`src/rtl/toggle_pkg.sv`:
```
// Shared types and constants for the toggle (running-XOR) line decoder.
package toggle_pkg;

    localparam int unsigned WordWDefault = 12;

    typedef enum logic [0:0] {
        StCollect = 1'b0,
        StParity  = 1'b1
    } toggle_state_e;

    // Counter must also represent WORD_W itself while the parity slot is pending.
    function automatic int unsigned cnt_width(input int unsigned word_w);
        return $clog2(word_w + 1);
    endfunction

endpackage

```
`src/rtl/toggle_bit_decoder.sv`:
```
// Per-bit stage: recovers each data bit as q XOR the previously sampled line level.
module toggle_bit_decoder (
    input  logic clk,
    input  logic rst_n,
    input  logic en,
    input  logic q,
    output logic dec_bit,
    output logic bit_out,
    output logic bit_valid
);

    logic prev_q_q, prev_q_d;
    logic bit_out_q, bit_out_d;
    logic bit_valid_q, bit_valid_d;

    assign dec_bit = q ^ prev_q_q;

    always_comb begin
        prev_q_d    = prev_q_q;
        bit_out_d   = bit_out_q;
        bit_valid_d = 1'b0;
        if (en) begin
            prev_q_d    = q;
            bit_out_d   = dec_bit;
            bit_valid_d = 1'b1;
        end
    end

    always_ff @(posedge clk) begin
        if (!rst_n) begin
            prev_q_q    <= 1'b0;
            bit_out_q   <= 1'b0;
            bit_valid_q <= 1'b0;
        end else begin
            prev_q_q    <= prev_q_d;
            bit_out_q   <= bit_out_d;
            bit_valid_q <= bit_valid_d;
        end
    end

    assign bit_out   = bit_out_q;
    assign bit_valid = bit_valid_q;

endmodule

```
`src/rtl/toggle_decoder.sv`:
```
// Toggle-line receiver: assembles decoded bits LSB-first into words on a valid/ready port.
// Optional even-parity slot after each word when PARITY_CHECK_EN is defined.
module toggle_decoder
    import toggle_pkg::*;
#(
    parameter int unsigned WORD_W = WordWDefault
) (
    input  logic              clk,
    input  logic              rst_n,
    input  logic              en,
    input  logic              q,
    output logic              bit_out,
    output logic              bit_valid,
    output logic [WORD_W-1:0] out_word,
    output logic              out_valid,
    input  logic              out_ready,
    output logic              overrun,
    output logic              parity_err
);

    localparam int unsigned CntW = cnt_width(WORD_W);

    logic dec_bit;

    toggle_bit_decoder u_bit_decoder (
        .clk       (clk),
        .rst_n     (rst_n),
        .en        (en),
        .q         (q),
        .dec_bit   (dec_bit),
        .bit_out   (bit_out),
        .bit_valid (bit_valid)
    );

    toggle_state_e     state_q, state_d;
    logic [CntW-1:0]   bit_cnt_q, bit_cnt_d;
    logic [WORD_W-1:0] shift_q, shift_d;
    logic [WORD_W-1:0] out_word_q, out_word_d;
    logic              out_valid_q, out_valid_d;
    logic              overrun_q, overrun_d;
    logic              word_done;
`ifdef PARITY_CHECK_EN
    logic              parity_err_q, parity_err_d;
    logic              done_perr;
`endif

    always_comb begin
        state_d     = state_q;
        bit_cnt_d   = bit_cnt_q;
        shift_d     = shift_q;
        out_word_d  = out_word_q;
        out_valid_d = out_valid_q;
        overrun_d   = overrun_q;
        word_done   = 1'b0;
`ifdef PARITY_CHECK_EN
        parity_err_d = parity_err_q;
        done_perr    = 1'b0;
`endif
        if (en) begin
            unique case (state_q)
                StCollect: begin
                    for (int i = 0; i < int'(WORD_W); i++) begin
                        if (bit_cnt_q == CntW'(i)) begin
                            shift_d[i] = dec_bit;
                        end
                    end
                    if (bit_cnt_q == CntW'(WORD_W - 1)) begin
`ifdef PARITY_CHECK_EN
                        state_d   = StParity;
                        bit_cnt_d = CntW'(WORD_W);
`else
                        word_done = 1'b1;
                        bit_cnt_d = '0;
`endif
                    end else begin
                        bit_cnt_d = bit_cnt_q + CntW'(1);
                    end
                end
`ifdef PARITY_CHECK_EN
                StParity: begin
                    word_done = 1'b1;
                    done_perr = (^shift_q) ^ dec_bit;
                    bit_cnt_d = '0;
                    state_d   = StCollect;
                end
`endif
                default: state_d = StCollect;
            endcase
        end

        // A handshake on the same edge as a completed word frees the slot for it.
        if (word_done) begin
            if (!out_valid_q || out_ready) begin
                out_word_d  = shift_d;
                out_valid_d = 1'b1;
`ifdef PARITY_CHECK_EN
                parity_err_d = done_perr;
`endif
            end else begin
                overrun_d = 1'b1;
            end
        end else if (out_valid_q && out_ready) begin
            out_valid_d = 1'b0;
        end
    end

    always_ff @(posedge clk) begin
        if (!rst_n) begin
            state_q     <= StCollect;
            bit_cnt_q   <= '0;
            shift_q     <= '0;
            out_word_q  <= '0;
            out_valid_q <= 1'b0;
            overrun_q   <= 1'b0;
`ifdef PARITY_CHECK_EN
            parity_err_q <= 1'b0;
`endif
        end else begin
            state_q     <= state_d;
            bit_cnt_q   <= bit_cnt_d;
            shift_q     <= shift_d;
            out_word_q  <= out_word_d;
            out_valid_q <= out_valid_d;
            overrun_q   <= overrun_d;
`ifdef PARITY_CHECK_EN
            parity_err_q <= parity_err_d;
`endif
        end
    end

    assign out_word  = out_word_q;
    assign out_valid = out_valid_q;
    assign overrun   = overrun_q;
`ifdef PARITY_CHECK_EN
    assign parity_err = parity_err_q;
`else
    assign parity_err = 1'b0;
`endif

endmodule

```
`config.mk`:
```
export PLATFORM = sky130hd
export DESIGN_NAME = toggle_decoder
export DESIGN_NICKNAME = d
export VERILOG_FILES = /design/src/rtl/toggle_pkg.sv /design/src/rtl/toggle_bit_decoder.sv /design/src/rtl/toggle_decoder.sv
export SDC_FILE = /design/constraint.sdc
export NUM_CORES = 1
export LEC_CHECK = 0
export CAP_MARGIN = 20
export CORE_MARGIN = 8
export CORE_UTILIZATION = 50
export DETAILED_ROUTE_END_ITERATION = 10
export GPL_TIMING_DRIVEN = 0
export PLACE_DENSITY = 0.81
export SLEW_MARGIN = 10
export SYNTH_ARGS = -nofsm -noshare
export SYNTH_HDL_FRONTEND = slang
export SYNTH_HIERARCHICAL = 1
export SYNTH_SLANG_ARGS = --single-unit
```
`constraint.sdc`:
```
create_clock -name clk -period 1.76 [get_ports clk]
set_clock_uncertainty 0.2 [all_clocks]
set_input_delay 0.352 -clock clk [delete_from_list [all_inputs] [get_ports clk]]
set_output_delay 0.352 -clock clk [all_outputs]
set_load 0.1 [all_outputs]
```
==> results.toml, run 1 <==
[outcome]
status = "finished clean"

[power_and_ir_drop]
peakVddDrop_v = 0.0004954
leakagePower_nw = 0.7042
power_mw = 1.336
powerDensity_nw_per_um2 = 794.1

[critical_path]
cp_max_fo = 2
endpoint = "out_word[0]"
path_delay_family = "buffers and inverters"
max_stage_delay_ns = 0.44
reg2reg_depth = 6
critPathBufInv = 1
worstSetupPathType = "register to output port"
worstSetupStartpointType = "register"
r2r_start = "bit_cnt_q[1]"
cp_num_cells = 1
reg2reg_slack_ns = 0.10
slowest_stage = "buf_2"
crit_path_end_kind = "output port"
cp-startpoint = "out_word[0]"
critPathArrivalTime_ns = 1.14
cp.required_ns = 1.21
worstPathCellList = "buf_2"
r2r_end = "out_word[1]"

[job]
cap_violations = 0

[placed_design]
place_area_um2 = 1668
dpl.hpwl_mm = 2.195
port_buffers = 20
place_congestion = 0.8860
pre_cts_slack_ns = -0.4110

[routing]
firstDrtPassIters = 4
wl_mm = 3.025
drc = 0
wl_per_cell_um = 15.13
num_vias = 1079
vias_per_cell = 5.395
drtIter0Drc = 36
ant_nets = 0

[synth]
yosys-top-cells-area = "dfxtp_1 45%, mux2i_1 9.1%, nand4b_1 4.9%, a211oi_2 4.4%, a21oi_1 4.2%"
syn_nets = 147
synth_common_cells = "32 x dfxtp_1, 14 x nor2_1, 13 x mux2i_1, 12 x a21oi_1, 8 x nand4b_1"
yosysSeqAreaShare_pct = 44.87
synth-edff-count = 0
synthArstFlopShare_pct = 0
ys_warn_count = 6
avgSynthCellArea_um2 = 10.35
yosysUniqueCellTypes = 30
synth.most_common_cell = "dfxtp_1"
yosys.area.top_type = "dfxtp_1"
synth_area_um2 = 1428
ys_ff_latch = 32
ys.flop_type = "dfxtp_1"
syn_inst = 138
synth_top_area_share_pct = 44.87

[layout]
multi_input_area_um2 = 684.4
drive_above_1_share_pct = 32.54
final_cell_area_um2 = 1683
nFillCells = 217
antenna_cells = 0
regArea_um2 = 644.4
areaGrowthSynthToFinish_pct = 17.88
final_nets = 177

[cts]
cts-root-buf = "clkbuf_4"
cts_buffers = 5
clockBufferDepth = 2
tritoncts = "built"
htree_num_levels = 2
cts_sinks = 32
clock_latency_ns = 0.33
clk_pin_slew_worst_paths_ns = 0.11

[timing]
rsz0062_at_grt = "false"
finalCritPeriodShare_pct = 96.26
fmax_mhz = 590.3
max-slew-margin-rel_pct = 59.08
setup_tns_ns = 0
slew_viol_final = 0
setup_viol = 0
worst_pin_slew_ns = 0.6138
fin_ws_ns = 0.06584
min_period_ns = 1.694
hold_viol_final = 0

[worst_hold_path]
hold_depth = 2
hold_path_class = "primary input to register"

[die]
floorplan.initialDensity_pct = 52.22
fp.dieH_um = 69.44
die_w_um = 69.44
io_pins = 22
row_count = 19
core_um2 = 2734
die-area_um2 = 4821

[global_routing]
grt_pass1_vias = 1094
grt_use_total_pct = 12.24
grt_max_degree = 12
grt-ovfl-total = 0
antenna_found_initial = 0
grt_pass1_wl_mm = 4.974
## flip-flops by register name, indices dropped and copies added (netlist names)
signal / count
u_bit_decoder/bit_out: 1
out_valid: 1
out_word: 12
shift_q: 11
overrun: 1
u_bit_decoder/prev_q_q: 1
u_bit_decoder/bit_valid: 1
bit_cnt_q: 4
## worst min path at each step
stage | start | to
after CTS | en | u_bit_decoder/bit_out
after global routing | en | u_bit_decoder/bit_out
after floorplan | en | u_bit_decoder/bit_out
final | en | u_bit_decoder/bit_out
after global placement | shift_q[3] | out_word[3]
after detailed placement | overrun | overrun
## cell usage in the layout (no fill, tap or decap), types with 2 or more instances in the layout
cell type        count
nand2_1              2
nand3_1              2
dfxtp_1             29
a211oi_2             5
clkdlybuf4s50_1      3
inv_1                4
nand4b_1             8
a21oi_1             12
clkinvlp_4           2
buf_4                9
and4bb_2             4
ha_1                 3
clkbuf_4             5
nor2_1              14
nor2b_1              2
mux2i_1             13
buf_2               17
clkbuf_1             3
o21ai_0              3
a211oi_1             5
dfxtp_2              3
nand2b_1             2
a21oi_2              5
## through the flow
stage,std cells,hold slack [ns],util [%]
global route,200,0.2447,61.56
floorplan,138,0.2414,-
global placement,189,0.2597,61.01
CTS,200,0.2400,61.65
finish,200,0.2369,61.56
detailed placement,189,0.2613,61.01
## metal layers
metal  vias up  global-route usage (%)  share of wire (%)
met5         -                       0                  0
met4         0                   3.417                1.3
met3         6                   5.293                4.4
met2        23                   20.39                 48
met1       502                   13.78                 46
li1        548                       -                  -
## power breakdown
part	switching [mW]	total [mW]	internal (mW)	leakage, nW
Clock	0.269	0.463	0.194	0.0305
Combinational	0.0870	0.129	0.0420	0.413
Sequential	0.00810	0.744	0.736	0.260
Total	0.364	1.34	0.972	0.704
## layout make-up
type	count	area share, %
Multi-Input combinational cell	90	40.67
Clock buffer	6	3.048
Inverter	4	0.8922
Timing Repair Buffer	23	8.402
Tap cell	31	2.305
Buffer	12	5.502
Clock inverter	2	0.8922
Sequential cell	32	38.29
## timing repair
item | 4_1_cts | 5_1_grt
hold buffers | 0 | 0
resized for setup | 82 | 3
endpoints found under the setup margin | 26 | 8
setup buffers | 3 | 0
pin swaps | 1 | 0
hold endpoints to repair | 0 | 0
## cell families (layout without fill, tap and decap cells)
family,count (synthesis),after routing,synth area share (%)
fa+ha+maj,4,4,3.506
xor+xnor,2,2,1.227
simple gates,39,39,17.79
other cells,1,1,0.2627
compound gates,31,31,15.86
buf+inv,16,47,7.362
flops,32,32,44.87
mux,13,13,9.114
No activity file was read; power rests on OpenSTA's default activity.
==> run 2, diff against run 1 <==
CORE_UTILIZATION = 25   (was 50)
PLACE_DENSITY = 0.49   (was 0.81)
==> results.toml, run 2 (synthesis results as in run 1) <==
[critical_path]
reg2reg_depth = 5
critPathArrivalTime_ns = 1.19
path_delay_family = "buffers and inverters"
worstPathCellList = "clkdlybuf4s15_2"
slowest_stage = "clkdlybuf4s15_2"
worstSetupPathType = "register to output port"
crit_path_end_kind = "output port"
critPathBufInv = 1
r2r_start = "bit_cnt_q[0]"
cp_num_cells = 1
r2r_end = "out_word[0]"
worstSetupStartpointType = "register"
cp.required_ns = 1.21
reg2reg_slack_ns = 0.12
cp_max_fo = 2
max_stage_delay_ns = 0.56

[placed_design]
port_buffers = 20
pre_cts_slack_ns = -0.4131
place_area_um2 = 1719
place_congestion = 0.7745
dpl.hpwl_mm = 2.438

[layout]
final_util_pct = 33.95
final_cell_area_um2 = 1869
areaGrowthSynthToFinish_pct = 30.94
final_nets = 176
largest_register_ffs = 12
final_common_cell = "dfxtp_1"
antenna_cells = 0
nFillCells = 550
final_cell_mix = "29 x dfxtp_1, 14 x nor2_1, 12 x a21oi_1, 9 x buf_4, 9 x clkdlybuf4s15_2"
drive_above_1_share_pct = 35.33

[global_routing]
antenna_found_initial = 0
grt_max_degree = 11
grt_pass1_vias = 1071
grt-ovfl-total = 0
grt_use_total_pct = 8.306
grt_pass1_wl_mm = 5.451

[timing]
setup_tns_ns = 0
rsz0062_at_grt = "false"
fmax_mhz = 575.2
fin_ws_ns = 0.02159
slew_viol_final = 0
timing.hold.ws_ns = 0.2796
finalCritPeriodShare_pct = 98.77
max-slew-margin-rel_pct = 61.45
min_period_ns = 1.738
worst_pin_slew_ns = 0.5782
hold_viol_final = 0
setup_viol = 0

[worst_hold_path]
min_from = "shift_q[3]"
hold_end = "out_word[3]"
hold_path_class = "register to register"
hold_depth = 2

[routing]
firstDrtPassIters = 4
vias_per_cell = 4.619
wl_per_cell_um = 14.29
drtIter0Drc = 67
ant_nets = 0
drc = 0
num_vias = 1104
wl_mm = 3.415

[cts]
cts-root-buf = "clkbuf_8"
tritoncts = "built"
hold_buffers = 0
htree_num_levels = 2
clockBufferDepth = 2
clock_latency_ns = 0.28
clk_pin_slew_worst_paths_ns = 0.06
cts_buffers = 5
cts_sinks = 32

[power_and_ir_drop]
powerDensity_nw_per_um2 = 799.1
peakVddDrop_v = 0.0004935
leakagePower_nw = 0.6736

[die]
floorplan.initialDensity_pct = 25.93
fp.dieH_um = 91.57
row_count = 27
core_um2 = 5507
die_w_um = 91.57
io_pins = 22
die-area_um2 = 8384

[job]
cap_violations = 0

[outcome]
status = "finished clean"
==> run 2: changes by cell type in the layout (fill, tap and decap cells not counted) <==
cell,before,now
clkdlybuf4s18_2,0,5
buf_2,17,2
mux2i_1,13,8
ha_4,0,1
clkbuf_8,1,7
inv_1,4,3
clkdlybuf4s15_2,0,9
clkinvlp_4,2,0
ha_2,1,0
clkbuf_4,5,0
mux2i_2,0,5
inv_2,0,1
==> run 2: metal layers <==
layer	global-route usage, %	routed length, um	vias up
li1	-	-	546
met1	8.313	1425	524
met2	14.41	1715	25
met3	2.469	157	9
met4	6.003	118	0
met5	0	0	-
==> run 2: where the power goes <==
| part | switching (mW) | leakage [nW] | total [mW] | internal, mW |
|---|---|---|---|---|
| combinational | 0.0927 | 0.363 | 0.141 | 0.0480 |
| clock | 0.258 | 0.0503 | 0.606 | 0.348 |
| sequential | 0.0101 | 0.260 | 0.747 | 0.737 |
| total | 0.361 | 0.674 | 1.49 | 1.13 |
==> run 2: timing repair <==
item	4_1_cts	5_1_grt
buffers inserted	2	0
endpoints found under the setup margin	34	21
endpoints found under the hold margin	0	0
gates resized for setup	50	21
pin swaps	1	0
==> run 2: final cells by class <==
| type | count | area [um^2] | share of cell area, % |
|---|---|---|---|
| multi-input cells | 90 | 713.2 | 38.15 |
| flip-flops and latches | 32 | 644.4 | 34.47 |
| repair buffers | 22 | 215.2 | 11.51 |
| clock buffers | 7 | 96.34 | 5.154 |
| plain buffers | 12 | 95.09 | 5.087 |
| well taps | 72 | 90.09 | 4.819 |
| inverters | 4 | 15.01 | 0.8032 |
==> run 2: through the flow <==
step / instances / total power, mW
after floorplan: 138 / 0.8553
after global placement: 230 / 0.8911
after detailed placement: 230 / 0.8954
after CTS: 239 / 1.498
after global routing: 239 / 1.550
final: 239 / 1.494
==> run 2: worst max-delay path by stage <==
stage                startpoint      endpoint  slack (ns)
floorplan             out_valid   out_word[5]        0.18
finish              out_word[7]   out_word[7]        0.02
detailed placement           en  out_word[10]       -0.41
global placement             en   out_word[9]       -0.39
global route            overrun       overrun      0.0007
CTS                 out_word[4]   out_word[4]       0.002
==> run 3, diff against run 2 <==
CAP_MARGIN = default   (was 20)
==> results of run 3 <==
The final DEF is identical to that of run 2; final timing and power are the same.
